--- src/rtl/multicycle_ctrl_if.sv ---
// Memory request/acknowledge bundle between the multicycle controller and the
// memory port. The controller is the master (issues mem_req/mem_we); the memory
// side is the slave (returns mem_ready).
interface multicycle_ctrl_if;
    logic mem_req;
    logic mem_we;
    logic mem_ready;

    modport master (output mem_req, output mem_we, input mem_ready);
    modport slave  (input mem_req, input mem_we, output mem_ready);
endinterface

--- src/rtl/multicycle_ctrl.sv ---
// Multi-cycle control FSM for an RV32I core: sequences the shared ALU, memory
// port and register file through fetch/decode/execute/memory/writeback.
// Strobes are a Moore decode of the registered state, forced to 0 while rst is
// high. ir_write/pc_write in FETCH are qualified by the memory handshake, and
// pc_write in BEQ follows the ALU zero flag.
// Optional feature: define CTRL_PERF_CNT_EN to build the cycle/instret counters;
// without it both counter ports read 0 and no counter flops exist.
module multicycle_ctrl #(
    parameter int TIMEOUT_CYC = 16,
    parameter int CNT_W       = 32
) (
    input  logic                 clk,
    input  logic                 rst,
    input  logic [6:0]           opcode,
    input  logic                 zero,
    multicycle_ctrl_if.master    mem,
    output logic                 adr_src,
    output logic                 ir_write,
    output logic                 pc_write,
    output logic                 reg_write,
    output logic [1:0]           alu_src_a,
    output logic [1:0]           alu_src_b,
    output logic [1:0]           alu_op,
    output logic [1:0]           result_src,
    output logic [2:0]           imm_src,
    output logic                 trap,
    output logic [CNT_W-1:0]     cycle_cnt,
    output logic [CNT_W-1:0]     instret_cnt
);
    localparam logic [6:0] OP_LOAD  = 7'b0000011;
    localparam logic [6:0] OP_STORE = 7'b0100011;
    localparam logic [6:0] OP_R     = 7'b0110011;
    localparam logic [6:0] OP_I     = 7'b0010011;
    localparam logic [6:0] OP_JAL   = 7'b1101111;
    localparam logic [6:0] OP_BEQ   = 7'b1100011;

    localparam int TCNT_W = (TIMEOUT_CYC > 1) ? $clog2(TIMEOUT_CYC + 1) : 1;
    localparam logic [TCNT_W-1:0] TMAX = TCNT_W'(TIMEOUT_CYC);

    typedef enum logic [3:0] {
        S_FETCH, S_DECODE, S_MEM_ADR, S_MEM_RD, S_MEM_WB, S_MEM_WR,
        S_EXEC_R, S_EXEC_I, S_ALU_WB, S_JAL, S_BEQ, S_TRAP
    } state_t;

    state_t            state_q, state_d;
    logic [TCNT_W-1:0] tcnt_q, tcnt_d;
    logic [TCNT_W-1:0] tcnt_inc;
    logic              trap_q, trap_d;

    // Moore strobes of the current state (before reset masking)
    logic       req_m, we_m, adr_m, regw_m, jal_m, beq_m;
    logic [1:0] srca_m, srcb_m, aluop_m, res_m;
    logic [2:0] imm_m;
    logic       handshake, waiting;

    // Moore decode of the registered state into datapath strobes
    always_comb begin
        req_m   = 1'b0;
        we_m    = 1'b0;
        adr_m   = 1'b0;
        regw_m  = 1'b0;
        jal_m   = 1'b0;
        beq_m   = 1'b0;
        srca_m  = 2'b00;
        srcb_m  = 2'b00;
        aluop_m = 2'b00;
        res_m   = 2'b00;
        imm_m   = 3'b000;
        case (state_q)
            S_FETCH:   begin req_m = 1'b1; srcb_m = 2'b10; end
            S_DECODE:  begin srca_m = 2'b01; srcb_m = 2'b01; imm_m = 3'b010; end
            S_MEM_ADR: begin
                srca_m = 2'b10;
                srcb_m = 2'b01;
                imm_m  = (opcode == OP_STORE) ? 3'b001 : 3'b000;
            end
            S_MEM_RD:  begin req_m = 1'b1; adr_m = 1'b1; end
            S_MEM_WB:  begin regw_m = 1'b1; res_m = 2'b01; end
            S_MEM_WR:  begin req_m = 1'b1; we_m = 1'b1; adr_m = 1'b1; end
            S_EXEC_R:  begin srca_m = 2'b10; aluop_m = 2'b10; end
            S_EXEC_I:  begin srca_m = 2'b10; srcb_m = 2'b01; aluop_m = 2'b10; end
            S_ALU_WB:  begin regw_m = 1'b1; end
            S_JAL:     begin
                srca_m = 2'b01;
                srcb_m = 2'b10;
                imm_m  = 3'b011;
                regw_m = 1'b1;
                jal_m  = 1'b1;
            end
            S_BEQ:     begin srca_m = 2'b10; aluop_m = 2'b01; beq_m = 1'b1; end
            default:   ;
        endcase
        handshake = req_m & mem.mem_ready;
        waiting   = req_m & ~mem.mem_ready;
    end

    // Next-state, memory-wait timeout and sticky trap
    always_comb begin
        state_d  = state_q;
        tcnt_d   = '0;
        tcnt_inc = tcnt_q + 1'b1;
        case (state_q)
            S_FETCH:   if (handshake) state_d = S_DECODE;
            S_DECODE:  begin
                case (opcode)
                    OP_LOAD, OP_STORE: state_d = S_MEM_ADR;
                    OP_R:              state_d = S_EXEC_R;
                    OP_I:              state_d = S_EXEC_I;
                    OP_JAL:            state_d = S_JAL;
                    OP_BEQ:            state_d = S_BEQ;
                    default:           state_d = S_TRAP;
                endcase
            end
            S_MEM_ADR: state_d = (opcode == OP_STORE) ? S_MEM_WR : S_MEM_RD;
            S_MEM_RD:  if (handshake) state_d = S_MEM_WB;
            S_MEM_WB:  state_d = S_FETCH;
            S_MEM_WR:  if (handshake) state_d = S_FETCH;
            S_EXEC_R:  state_d = S_ALU_WB;
            S_EXEC_I:  state_d = S_ALU_WB;
            S_ALU_WB:  state_d = S_FETCH;
            S_JAL:     state_d = S_FETCH;
            S_BEQ:     state_d = S_FETCH;
            default:   state_d = S_TRAP;
        endcase
        // A waiting request never changes state, so the count only survives
        // while the same access stays unacknowledged.
        if ((TIMEOUT_CYC > 0) && waiting) begin
            tcnt_d = tcnt_inc;
            if (tcnt_inc == TMAX) state_d = S_TRAP;
        end
        trap_d = trap_q | (state_d == S_TRAP);
    end

    // State, timeout counter and trap flag registers
    always_ff @(posedge clk) begin
        if (rst) begin
            state_q <= S_FETCH;
            tcnt_q  <= '0;
            trap_q  <= 1'b0;
        end else begin
            state_q <= state_d;
            tcnt_q  <= tcnt_d;
            trap_q  <= trap_d;
        end
    end

    // Output strobes, all held low while reset is asserted
    always_comb begin
        mem.mem_req = ~rst & req_m;
        mem.mem_we  = ~rst & we_m;
        adr_src     = ~rst & adr_m;
        reg_write   = ~rst & regw_m;
        ir_write    = ~rst & (state_q == S_FETCH) & handshake;
        pc_write    = ~rst & (((state_q == S_FETCH) & handshake) | jal_m | (beq_m & zero));
        alu_src_a   = rst ? 2'b00 : srca_m;
        alu_src_b   = rst ? 2'b00 : srcb_m;
        alu_op      = rst ? 2'b00 : aluop_m;
        result_src  = rst ? 2'b00 : res_m;
        imm_src     = rst ? 3'b000 : imm_m;
        trap        = ~rst & trap_q;
    end

`ifdef CTRL_PERF_CNT_EN
    logic [CNT_W-1:0] cycle_q, cycle_d;
    logic [CNT_W-1:0] instret_q, instret_d;
    logic             retire;

    // Retirement is any return to FETCH from an execute-side state
    always_comb begin
        retire    = (state_d == S_FETCH) && (state_q != S_FETCH) && (state_q != S_TRAP);
        cycle_d   = cycle_q + 1'b1;
        instret_d = retire ? instret_q + 1'b1 : instret_q;
    end

    // Performance counters, wrapping modulo 2^CNT_W
    always_ff @(posedge clk) begin
        if (rst) begin
            cycle_q   <= '0;
            instret_q <= '0;
        end else begin
            cycle_q   <= cycle_d;
            instret_q <= instret_d;
        end
    end

    assign cycle_cnt   = cycle_q;
    assign instret_cnt = instret_q;
`else
    assign cycle_cnt   = '0;
    assign instret_cnt = '0;
`endif
endmodule

--- src/flat_wrapper.sv ---
// flat-port wrapper written by rule: the top's interface ports become plain ports
module multicycle_ctrl_flat 
#(
    parameter int TIMEOUT_CYC = 16,
    parameter int CNT_W       = 32
)
  (clk, rst, opcode, zero, adr_src, ir_write, pc_write, reg_write, alu_src_a, alu_src_b, alu_op, result_src, imm_src, trap, cycle_cnt, instret_cnt, mem_mem_req, mem_mem_we, mem_mem_ready);
  multicycle_ctrl_if mem_i ();
  input  logic clk;
  input  logic rst;
  input  logic [6:0] opcode;
  input  logic zero;
  output logic adr_src;
  output logic ir_write;
  output logic pc_write;
  output logic reg_write;
  output logic [1:0] alu_src_a;
  output logic [1:0] alu_src_b;
  output logic [1:0] alu_op;
  output logic [1:0] result_src;
  output logic [2:0] imm_src;
  output logic trap;
  output logic [CNT_W-1:0] cycle_cnt;
  output logic [CNT_W-1:0] instret_cnt;
  output wire logic [$bits(mem_i.mem_req)-1:0] mem_mem_req;
  output wire logic [$bits(mem_i.mem_we)-1:0] mem_mem_we;
  input wire logic [$bits(mem_i.mem_ready)-1:0] mem_mem_ready;
  assign mem_mem_req = mem_i.mem_req;
  assign mem_mem_we = mem_i.mem_we;
  assign mem_i.mem_ready = mem_mem_ready;
  multicycle_ctrl #(.TIMEOUT_CYC(TIMEOUT_CYC), .CNT_W(CNT_W)) u_core (.clk(clk), .rst(rst), .opcode(opcode), .zero(zero), .mem(mem_i), .adr_src(adr_src), .ir_write(ir_write), .pc_write(pc_write), .reg_write(reg_write), .alu_src_a(alu_src_a), .alu_src_b(alu_src_b), .alu_op(alu_op), .result_src(result_src), .imm_src(imm_src), .trap(trap), .cycle_cnt(cycle_cnt), .instret_cnt(instret_cnt));
endmodule
--- config.mk ---
export PLATFORM = sky130hd
export DESIGN_NAME = multicycle_ctrl_flat
export DESIGN_NICKNAME = d
export VERILOG_FILES = /design/src/rtl/multicycle_ctrl_if.sv /design/src/rtl/multicycle_ctrl.sv /design/src/flat_wrapper.sv
export SDC_FILE = /design/constraint.sdc
export NUM_CORES = 1
export LEC_CHECK = 0
export CAP_MARGIN = 20
export CORE_MARGIN = 8
export CORE_UTILIZATION = 38
export DETAILED_ROUTE_END_ITERATION = 10
export HOLD_SLACK_MARGIN = 0.08
export PLACE_DENSITY = 0.86
export SLEW_MARGIN = 20
export SYNTH_ARGS = -nofsm -noshare
export SYNTH_HDL_FRONTEND = slang
export SYNTH_SLANG_ARGS = --single-unit
--- constraint.sdc ---
create_clock -name clk -period 3.1 [get_ports clk]
set_input_delay 0.93 -clock clk [delete_from_list [all_inputs] [get_ports clk]]
set_output_delay 0.93 -clock clk [all_outputs]
set_load 0.1 [all_outputs]
# Word-level counts from Yosys, hierarchy flattened
# Index checks and enable logic that the tools add are counted.
[word_totals] reg_bits=10 inputBits=11
[classes] n_reduce_logical=12 bitwise_logic=18 n_eq_ne=18 add_sub_neg=1 mux=25
[ops] cell="$pmux W4 S7" count=1
[ops] cell="$mux W4" count=5
[ops] cell="$pmux W4 S5" count=1
[ops] cell="$eq A4 B3 Y1 const B" count=4
[ops] cell="$eq A4 B4 Y1 const B" count=4
[ops] cell="$eq A7 B6 Y1 const B" count=2
[ops] cell="$eq A7 B7 Y1 const B" count=2
[ops] cell="$and A1 B1 Y1" count=12
[ops] cell="$pmux W2 S2" count=3
[ops] cell="$reduce_or A2 Y1" count=6
[ops] cell="$mux W1" count=9
[ops] cell="$pmux W3 S3" count=1
[ops] cell="$reduce_or A3 Y1" count=3
[ops] cell="$eq A4 B2 Y1 const B" count=2
[ops] cell="$reduce_or A4 Y1" count=2
[ops] cell="$eq A7 B2 Y1 const B" count=1
[ops] cell="$eq A7 B5 Y1 const B" count=1
[ops] cell="$mux W2" count=3
[ops] cell="$mux W3" count=2
[ops] cell="$add A5 B1 Y5 const B" count=1
[ops] cell="$eq A5 B5 Y1 const B" count=1
[ops] cell="$eq A4 B1 Y1 const B" count=1
[ops] cell="$logic_not A4 Y1" count=1
[ops] cell="$not A1 Y1" count=3
[ops] cell="$or A1 B1 Y1" count=3

# Depth between registers and ports, before layout
[logic_depth] word_depth=10 depth_mapped=6

# Worst setup path before layout
# No wires, ideal clock.
[synth_timing] path_kind="input-to-output" from="input rst" to="output result_src[0]" setup_slack_ns=-1.794 cell_stages=2 t_required_ns=2.170 arrival_ns=3.964 n_path_buf=1 cell_sequence="clkbuf_1 nor4_1"
[synth_between] elab_chain_len=1
[synth_lines] item="start: declaration" line_no="flat_wrapper.sv:10" text="input logic rst;"
[synth_lines] item="$mux W1" line_no="multicycle_ctrl.sv:158" text="result_src = rst ? 2'b00 : res_m;"
[synth_lines] item="end: declaration" line_no="flat_wrapper.sv:20" text="output logic [1:0] result_src;"
# No other way between the ends.

# Worst setup path after layout
[layout_timing] from="input mem_mem_ready" to="output pc_write"
[layout_between] elab_chain_len=5
[layout_lines] item="start: declaration" line_no="flat_wrapper.sv:27" text="input wire logic [$bits(mem_i.mem_ready)-1:0] mem_mem_ready;"
[layout_lines] item="$and A1 B1 Y1" line_no="multicycle_ctrl.sv:93" text="handshake = req_m & mem.mem_ready;"
[layout_lines] item="$and A1 B1 Y1" line_no="multicycle_ctrl.sv:154" text="pc_write = ~rst & (((state_q == S_FETCH) & handshake) | jal_m | (beq_m & zero));"
[layout_lines] item="$or A1 B1 Y1 (2 in a row)" line_no="multicycle_ctrl.sv:154"
[layout_lines] item="$and A1 B1 Y1" line_no="multicycle_ctrl.sv:154"
[layout_lines] item="end: declaration" line_no="flat_wrapper.sv:15" text="output logic pc_write;"
# No other way between the ends.

==> metrics.csv <==
metric,value,unit
Setup WS pre-CTS,-0.220,ns
#FFs+latches synth,10,
Residual DRC,0,
diode count,0,
Worst IR Drop VDD,0.238,mV
filler cell count,290,
final setup fails,0,
Tcrit/Tclk final,97.9,%
Unique masters post-synth,40,
Synth Warn #,0,
drt total wl,3500,µm
critical setup path kind,in -> out,
CTS tree,built,
largest net degree at the start of global routing,17,
Synth async-reset ratio,0,%
placed insts,259,
Clock Tree Root,clkbuf_4,
WP data required,2.17,ns
post-synthesis sequential area ratio,15.0,%
FF-to-FF Start,u_core.state_q[2],
Core Region,0.00336,mm²
Final WS setup,0.0661,ns
TritonCTS Buffers,3,
number of synthesized flops with an enable pin,0,
Via density,4.41,
CP Capture Type,output port,
first-pass GRT wire length,5250,µm
Avg WL per Cell,12.8,µm
initial antenna violation count,0,
cell chain of the critical path,clkdlybuf4s50_1 -> nand2b_1 -> o22ai_4 -> buf_12,
worst-case clock buffer depth,2,
Hold Startpoint,u_core.tcnt_q[0],
relative slew slack,58.8,%
worst reg2reg setup slack,1.11,ns
Initial Utilization,39.7,%
WHS Path Cells,1,
fin cells,273,
die height,75.3,µm
layout cells sized above 1,30.8,%
Power Dens Cells,532,mW/mm²
first drt pass iteration count,5,
vias in the first global route,1209,
HP Class,reg -> reg,
Clock Sinks,10,
gr usage total,11.7,%
CP max FO,3,
Multi-input gate area,967,µm²
hold path endpoint,u_core.tcnt_q[0],
"commonest non-fill, non-tap cell in the layout",conb_1,
Worst-Margin Slew,0.618,ns
gpl congestion,0.821,
status,"finished, final reports clean",
input/output buffers,26,
Arrival @ worst endpoint,2.10,ns
Final Net Count,242,
Clock Latency Late Sink,0.25,ns
initial DRC count,125,
CP max-delay cell,clkdlybuf4s50_1,
Chip Width,75.3,µm
ys flop type,dfxtp_1,
Area Overhead vs Synth,37.6,%
FF/Latch Area,200,µm²
Achievable Freq,330,MHz
peak per-stage delay on the critical path,0.52,ns
most frequent cells in the layout,"conb_1, buf_4, buf_12",
Reg-to-Reg End,u_core.trap_q,
RSZ-0062 raised after global routing,no,
LEAKAGE,0.000851,µW
GR Overflow Total,0,
syn_area_per_cell,7.26,µm²
DP Wirelength,2640,µm
Top Ports,93,
Worst Clk Skew,0.00239,ns
vias,1205,
Post-Synthesis Cell Area,0.00134,mm²
Fin. Hold Viols,0,
die area,0.00567,mm²
Worst-path clk slew,0.05,ns
minimum clock period,3.03,ns
Worst Setup Start Kind,primary input,
H-tree depth,1,
Detail Route Antenna Nets,0,
gate count of the mapped netlist,184,
max-slew violations,0,
Worst R2R Path Depth,5,
num rows,21,
Max Cap Violations,0,
==> layout make-up <==
cell class | instances | area share, %
Multi-Input combinational cell | 160 | 52.6
Timing Repair Buffer | 48 | 31.0
Sequential cell | 10 | 10.9
Tap cell | 46 | 3.13
Clock buffer | 3 | 1.22
Inverter | 6 | 1.22
==> flip-flops by register name (all words and copies together) (netlist names) <==
name / flops
u_core.state_q: 4
u_core.trap_q: 1
u_core.tcnt_q: 5
==> power breakdown <==
| group | switching (µW) | total (µW) | internal (µW) | leakage [µW] |
|---|---|---|---|---|
| Combinational | 592 | 737 | 145 | 0.000756 |
| Sequential | 23.1 | 161 | 138 | 0.0000814 |
| Clock | 35.2 | 79.5 | 44.3 | 0.0000138 |
==> metrics by stage <==
step | hold slack, ns | TNS [ns] | total power [µW] | utilization (%) | area [µm²]
after floorplan | 0.433 | -1.84 | 825 | - | 1680
after global placement | 0.448 | -0.286 | 876 | 50.8 | 1710
after detailed placement | 0.459 | -0.308 | 883 | 50.8 | 1710
after CTS | 0.472 | 0 | 967 | 53.9 | 1810
after global routing | 0.518 | 0 | 1020 | 54.7 | 1840
final | 0.468 | 0 | 978 | 54.7 | 1840
==> synth_stat cells, types with 2 or more instances <==
cell	number	area share, %
nand3_1	2	0.75
nand2_1	9	2.5
o22ai_1	2	0.94
or3_1	2	0.94
xnor2_1	3	2.0
clkbuf_1	4	1.1
nor2b_1	2	0.94
nor2_1	18	5.1
nand2b_1	8	3.7
a31oi_1	2	0.94
and3_1	2	0.94
buf_4	66	37
a21oi_1	10	3.7
nor3_1	8	3.0
buf_2	2	0.75
dfxtp_1	10	15
o21a_1	2	1.1
xor2_1	2	1.3
ha_1	2	1.9
nor3b_1	2	1.1
a22oi_1	2	1.1
inv_1	6	1.7
==> critical path: cells and delay by family <==
kind | cells | cell delay (ns)
buffers and inverters | 2 | 0.72
AOI/OAI and AO/OA | 1 | 0.25
and+or+nand+nor | 1 | 0.21
==> metal layers <==
metal	up-vias	global-route usage, %	part of all wire (%)
met5	-	0	0
met4	0	6.61	3.1
met3	14	3.16	12
met2	87	20.6	50
li1	570	-	-
met1	534	12.2	34
==> kinds of logic (layout without fill, tap and decap cells) <==
kind of cell	Yosys count	in the layout	synth area share (%)
compound gates	24	24	11.7
xor+xnor	5	5	3.28
fa+ha+maj	3	3	2.62
buf+inv	79	57	41.5
flops	10	10	15.0
other cells	1	66	0.281
simple gates	62	62	25.7
==> worst max-delay path by stage <==
stage / cells past startpoint / end / startpoint
finish: 4 / pc_write / mem_mem_ready
global route: 6 / imm_src[0] / opcode[4]
CTS: 6 / imm_src[0] / opcode[6]
detailed placement: 7 / imm_src[0] / opcode[3]
global placement: 7 / imm_src[0] / opcode[3]
floorplan: 3 / mem_mem_we / rst
==> timing repair <==
action / 4_1_cts / 5_1_grt
pin swaps: 6 / 8
hold buffers: 0 / 0
endpoints found under the setup margin: 5 / 4
buffers inserted: 11 / 0
gates resized for setup: 9 / 14
cloned: 0 / 0
(Power assumes the default switching activity.)
